**src/rtl/mem_arbiter.sv**
```systemverilog
// Two-port memory arbiter: instruction fetch and data load/store share one
// synchronous single-port memory, one access per four-cycle IDLE/ISSUE/RESP/ACK pass.
module mem_arbiter #(
   parameter int ADDR_W = 16,
   parameter int DATA_W = 16
) (
   input  logic              clock,
   input  logic              reset,
   // Handshake: a requester raises req with stable operands and holds both
   // until it sees its one-cycle ack; req still high in the IDLE cycle after
   // the ack is taken as a fresh request.
   input  logic              f_req,
   input  logic [ADDR_W-1:0] f_addr,
   output logic              f_ack,
   output logic [DATA_W-1:0] f_rdata,
   input  logic              d_req,
   input  logic              d_we,
   input  logic [ADDR_W-1:0] d_addr,
   input  logic [DATA_W-1:0] d_wdata,
   output logic              d_ack,
   output logic [DATA_W-1:0] d_rdata,
   output logic              mem_enable,
   output logic              mem_writeEnable,
   output logic [ADDR_W-1:0] mem_address,
   output logic [DATA_W-1:0] mem_writeData,
   input  logic [DATA_W-1:0] mem_readData,
   output logic [1:0]        dbg_state
);

   typedef enum logic [1:0] {
      IDLE  = 2'd0,
      ISSUE = 2'd1,
      RESP  = 2'd2,
      ACK   = 2'd3
   } state_t;

   state_t state;
   logic   grant_data;
   logic   grant_we;
   logic   last_grant_data;
   logic   pick_data;

   // Data wins when it is alone, or on a tie when fetch had the last grant.
   always_comb begin
      pick_data = d_req && (!f_req || !last_grant_data);
   end

   assign dbg_state = state;

   always_ff @(posedge clock) begin
      if (reset) begin
         state           <= IDLE;
         grant_data      <= 1'b0;
         grant_we        <= 1'b0;
         last_grant_data <= 1'b0;
         mem_enable      <= 1'b0;
         mem_writeEnable <= 1'b0;
         mem_address     <= '0;
         mem_writeData   <= '0;
         f_ack           <= 1'b0;
         d_ack           <= 1'b0;
         f_rdata         <= '0;
         d_rdata         <= '0;
      end else begin
         case (state)
            IDLE: begin
               if (f_req || d_req) begin
                  state           <= ISSUE;
                  grant_data      <= pick_data;
                  grant_we        <= pick_data && d_we;
                  last_grant_data <= pick_data;
                  mem_enable      <= 1'b1;
                  mem_writeEnable <= pick_data && d_we;
                  mem_address     <= pick_data ? d_addr : f_addr;
                  if (pick_data) begin
                     mem_writeData <= d_wdata;
                  end
               end
            end
            ISSUE: begin
               state           <= RESP;
               mem_enable      <= 1'b0;
               mem_writeEnable <= 1'b0;
            end
            RESP: begin
               // Memory read data is valid now, one cycle after the enabled cycle.
               state <= ACK;
               if (grant_data) begin
                  d_ack <= 1'b1;
                  if (!grant_we) begin
                     d_rdata <= mem_readData;
                  end
               end else begin
                  f_ack   <= 1'b1;
                  f_rdata <= mem_readData;
               end
            end
            ACK: begin
               state <= IDLE;
               f_ack <= 1'b0;
               d_ack <= 1'b0;
            end
            default: begin
               state <= IDLE;
            end
         endcase
      end
   end

endmodule

```
**config.mk**
```make
export PLATFORM = sky130hd
export DESIGN_NAME = mem_arbiter
export DESIGN_NICKNAME = d
export VERILOG_FILES = /design/src/rtl/mem_arbiter.sv
export SDC_FILE = /design/constraint.sdc
export NUM_CORES = 1
export LEC_CHECK = 0
export ABC_AREA = 0
export CAP_MARGIN = 10
export CORE_MARGIN = 4
export CORE_UTILIZATION = 25
export DETAILED_ROUTE_END_ITERATION = 10
export RECOVER_POWER = 25
export SYNTH_ARGS = -nofsm -noshare
export SYNTH_HDL_FRONTEND = slang
export SYNTH_SLANG_ARGS = --single-unit
```
**constraint.sdc**
```tcl
create_clock -name clock -period 2 [get_ports clock]
set_input_delay 0.5 -clock clock [delete_from_list [all_inputs] [get_ports clock]]
set_output_delay 0.5 -clock clock [all_outputs]
set_load 0.03 [all_outputs]
```
==> results.txt <==
The flow ran to the end, and the final reports show no timing, DRC or antenna violations. The global-route wire length before repair is 14,800 µm. Static timing analysis puts the maximum clock frequency at between 0.5 and 0.6 GHz.

The synthesis-to-finish area growth came out at 62.0%. The cell family contributing the most delay on the critical path is buffers and inverters. The number of antenna diodes in the final layout is 0. The headroom to the max-slew limit is a little over half. Hold timing on the final database bottoms out at a slack of 0.456 ns. TritonCTS built the clock tree. The reported max-cap violation count came out at 0. The delay of the slowest cell on the worst path came out at 0.69 ns. The transition time at the pin with the least slew margin is 0.692 ns.

The global routing usage on met3 came out at 4.77%. After clock tree synthesis, the clock-pin slew on the worst setup and hold paths is around 0.060 ns. The number of global-route vias before repair came out at 2,985. The layer flagged by global routing as most heavily used is met2. Synthesis inferred approximately 70 register bits. In this run the number of cells on the critical path is 1.

The count of buffers added by post-CTS timing repair for setup is 0. The cell count after synthesis came out at about 350. The switching power of the nets is 2.39 mW.

For this configuration, the core starts out at a cell density of 25.8%. The net count after synthesis came out at 420. In this run the horizontal extent of the chip is 117 µm. Summing the sequential cell areas from Yosys gives between 40% and 50% of the chip area.

The data arrival at the endpoint of the critical path is 1.38 ns. The initial detailed-routing violation count came out at between 150 and 200. Between clock sinks in the finished design, the worst skew comes to between 0.005 and 0.006 ns.

The post-detailed-route wirelength per cell is about 15 µm. The library cells used most frequently in the layout, excluding fill and tap cells, are 134 x clkdlybuf4s50_1, 81 x nand2_1, 72 x dfxtp_1. The worst ir drop on vdd came out at about 630 µV. The count of endpoints failing setup in the final report is 0. The per-instance average area after synthesis is 8.53 µm². The final route contains 2,911 vias.

The worst setup path is launched from a flip-flop. The type of the most critical hold path is reg2reg. The number of hold violations in the final report came out at 0. For this design the static power due to leakage is 1.70 nW.

The power density relative to cell area is 1330 nW/µm². The endpoint of the lowest-slack register-to-register path is d_rdata[1]$_SDFFE_PP0P_. The netlist uses 32 different library cells.

The setup TNS after final layout is 0 ns. The number of vias per cell came out at roughly 4.6. Setup repair after global routing left no endpoint under its margin. The later pin in the worst-skew pair is clocked with a latency of about 0.33 ns. The region available for standard cell placement spans around 11,000 µm². The number of buffers on the longest clock path came out at 2. The critical path start-end classification is reg2out. The final estimated routing congestion in global placement came out at 0.738. The fraction of the cycle the final worst path needs came out at 93.8%. The total routing resource utilization after global routing came out at 13.7%. Once detail routing completed, the nets flagged for antenna violations numbered 0. The critical path's slowest cell is clkdlybuf4s50_1.

The minimum clock period after layout came out at 1.88 ns. The worst-case register-to-register setup slack is 0.25 ns. The die is roughly 120 µm tall.

Global routing consumed, on the met1 layer, between 10% and 20% of the routing resources. The total iterations of the first detailed-routing run came out at 4. The half-perimeter wire length of the detailed placement result is 6490 µm. The capturing instance or port of the critical path is f_rdata[9].

Summed over all layers, the routed wires come to 9320 µm. Walking the worst path, the cells encountered are clkdlybuf4s50_1. The total number of clock tree sinks is approximately 70. In this run the core area contains 39 standard-cell rows. The H-tree depth reported by CTS came out at 3. The most common library cell in the layout ignoring fill and taps is clkdlybuf4s50_1. The sort of element at the end of the critical path is an output port. The number of pins with negative max-slew slack in the final report is 0.

Per report_power, the clock group accounts for around 27% of the total. The tree is rooted in a clkbuf_16. Tracing the worst setup path back leads to its startpoint at f_rdata[9]$_SDFFE_PP0P_. The total of buffers placed on input and output ports came out at 138. The number of antenna violations at the first check in global routing is 0.

The buffers plus inverters on the worst setup path is 1. The number of buffers inserted for hold repair after clock tree synthesis is 0. The relative contribution of combinational cells to total power came out at 42.2%. Measured in cells, the most critical reg-to-reg path has a length of 5. The sequential cell fraction of total power came out at just over 30%. The maximum fanout along the worst path is 2. The number of CTS-inserted buffers is 9.

The mapped netlist covers 2950 µm². The die area came out at between 10,000 and 15,000 µm². 139 I/O pins were placed. The largest net degree at the start of global routing came out at 73. The DRC violation count after routing came out at 0.

The internal power is 3.95 mW. The share of layout cells above drive strength 1 is 9.47%. The leftover overflow at the end of global routing came out at 0. The switching part of the total is 37.7%. The total number of yosys warnings came out at 0. The reg-to-reg critical path startpoint is dbg_state[0]$_SDFFE_PP0P_. The worst hold path begins at d_rdata[2]$_SDFFE_PP0P_.

STA puts the critical path data required time at 1.50 ns. The number of nets in the finished design came out at 555. The met2 track demand over resource in global routing came out at 22.8%. The hold path depth is 2.
[layout make-up]
cell class | count | area [µm²]
multi-input cells | 242 | 1280
repair buffers | 152 | 1540
clock buffers | 10 | 229
well taps | 143 | 179
fillers | 1181 | 6680
flip-flops and latches | 72 | 1440
inverters | 4 | 15.0
clock inverters | 6 | 92.6
[flip-flops by register name (all words and copies together), names as in the netlist]
name / cells
d_ack: 1
d_rdata: 16
dbg_state: 2
f_ack: 1
f_rdata: 16
grant_we: 1
last_grant_data: 1
mem_address: 16
mem_enable: 1
mem_writeData: 16
mem_writeEnable: 1
[cells in the mapped netlist]
| cell | count | area (µm²) |
|---|---|---|
| a211oi_1 | 6 | 45.0 |
| a211oi_2 | 12 | 150 |
| a21bo_2 | 2 | 20.0 |
| a21boi_4 | 1 | 18.8 |
| a21oi_1 | 55 | 275 |
| a21oi_2 | 10 | 87.6 |
| a221oi_2 | 1 | 15.0 |
| a22oi_1 | 2 | 15.0 |
| a32oi_1 | 1 | 8.76 |
| and3b_1 | 1 | 8.76 |
| buf_1 | 2 | 7.51 |
| buf_2 | 10 | 50.1 |
| buf_4 | 3 | 22.5 |
| buf_6 | 2 | 22.5 |
| buf_8 | 1 | 15.0 |
| clkbuf_1 | 8 | 30.0 |
| clkbuf_2 | 2 | 10.0 |
| dfxtp_1 | 72 | 1440 |
| ha_1 | 5 | 62.6 |
| inv_1 | 4 | 15.0 |
| mux2i_1 | 1 | 10.0 |
| nand2_1 | 81 | 304 |
| nand2b_1 | 1 | 6.26 |
| nand3_1 | 17 | 85.1 |
| nand3b_1 | 1 | 7.51 |
| nand4b_1 | 1 | 8.76 |
| nor2_1 | 23 | 86.3 |
| nor2b_1 | 1 | 6.26 |
| o21a_1 | 1 | 7.51 |
| o21ai_0 | 17 | 85.1 |
| o21ai_4 | 1 | 16.3 |
| or3b_1 | 1 | 8.76 |
[logic make-up (layout without fill, tap and decap cells)]
family                     Yosys count  count (layout)  share of synthesized area (%)
muxes                                1               1                          0.339
buffers and inverters               32             172                           5.85
AOI/OAI and AO/OA                  109             109                           25.2
and+or+nand+nor                    127             127                           17.7
adders and majority gates            5               5                           2.12
DFF                                 72              72                           48.8
[power groups by stage]
stage / combinational [mW] / clock, mW / sequential [mW]
3_5_place_dp: 2.80 / 0 / 1.96
5_1_grt: 2.90 / 1.84 / 1.98
6_report: 2.68 / 1.73 / 1.93
4_1_cts: 2.80 / 1.78 / 1.94
2_1_floorplan: 1.14 / 0 / 2.50
3_3_place_gp: 2.75 / 0 / 1.95
[repair_timing]
item / CTS / global route
pin swaps: 0 / 0
setup endpoints to repair: 1 / 1
cloned: 0 / 0
resized for setup: 1 / 1
[stage by stage]
step	worst slack (ns)	power, mW	utilization, %	area [µm²]	cells
after floorplan	0.297	3.64	-	2950	346
final	0.123	6.34	41.7	4780	629
after global routing	0.0619	6.73	41.7	4780	629
after global placement	0.0975	4.71	39.5	4530	613
after detailed placement	0.0151	4.77	39.5	4530	613
after CTS	0.0139	6.52	42.3	4850	629
[tightest hold or removal path, stage by stage, from the launching register on]
cell and delay (ns):
dfxtp_1 0.31, nand2_1 0.05, a21oi_1 0.05
[worst min path at each step]
stage                                          end  slack [ns]
after global routing       f_rdata[6]$_SDFFE_PP0P_        0.48
after floorplan              grant_we$_SDFFE_PP0P_        0.46
final                      d_rdata[2]$_SDFFE_PP0P_        0.46
after detailed placement  d_rdata[14]$_SDFFE_PP0P_        0.45
after CTS                 d_rdata[14]$_SDFFE_PP0P_        0.46
after global placement    f_rdata[10]$_SDFFE_PP0P_        0.44
[per-layer routing]
metal	up-vias	wire length, µm
met5	-	0
li1	1447	-
met3	13	665
met2	95	4460
met1	1356	4080
met4	0	116
Power figures use the tool's default switching activity.
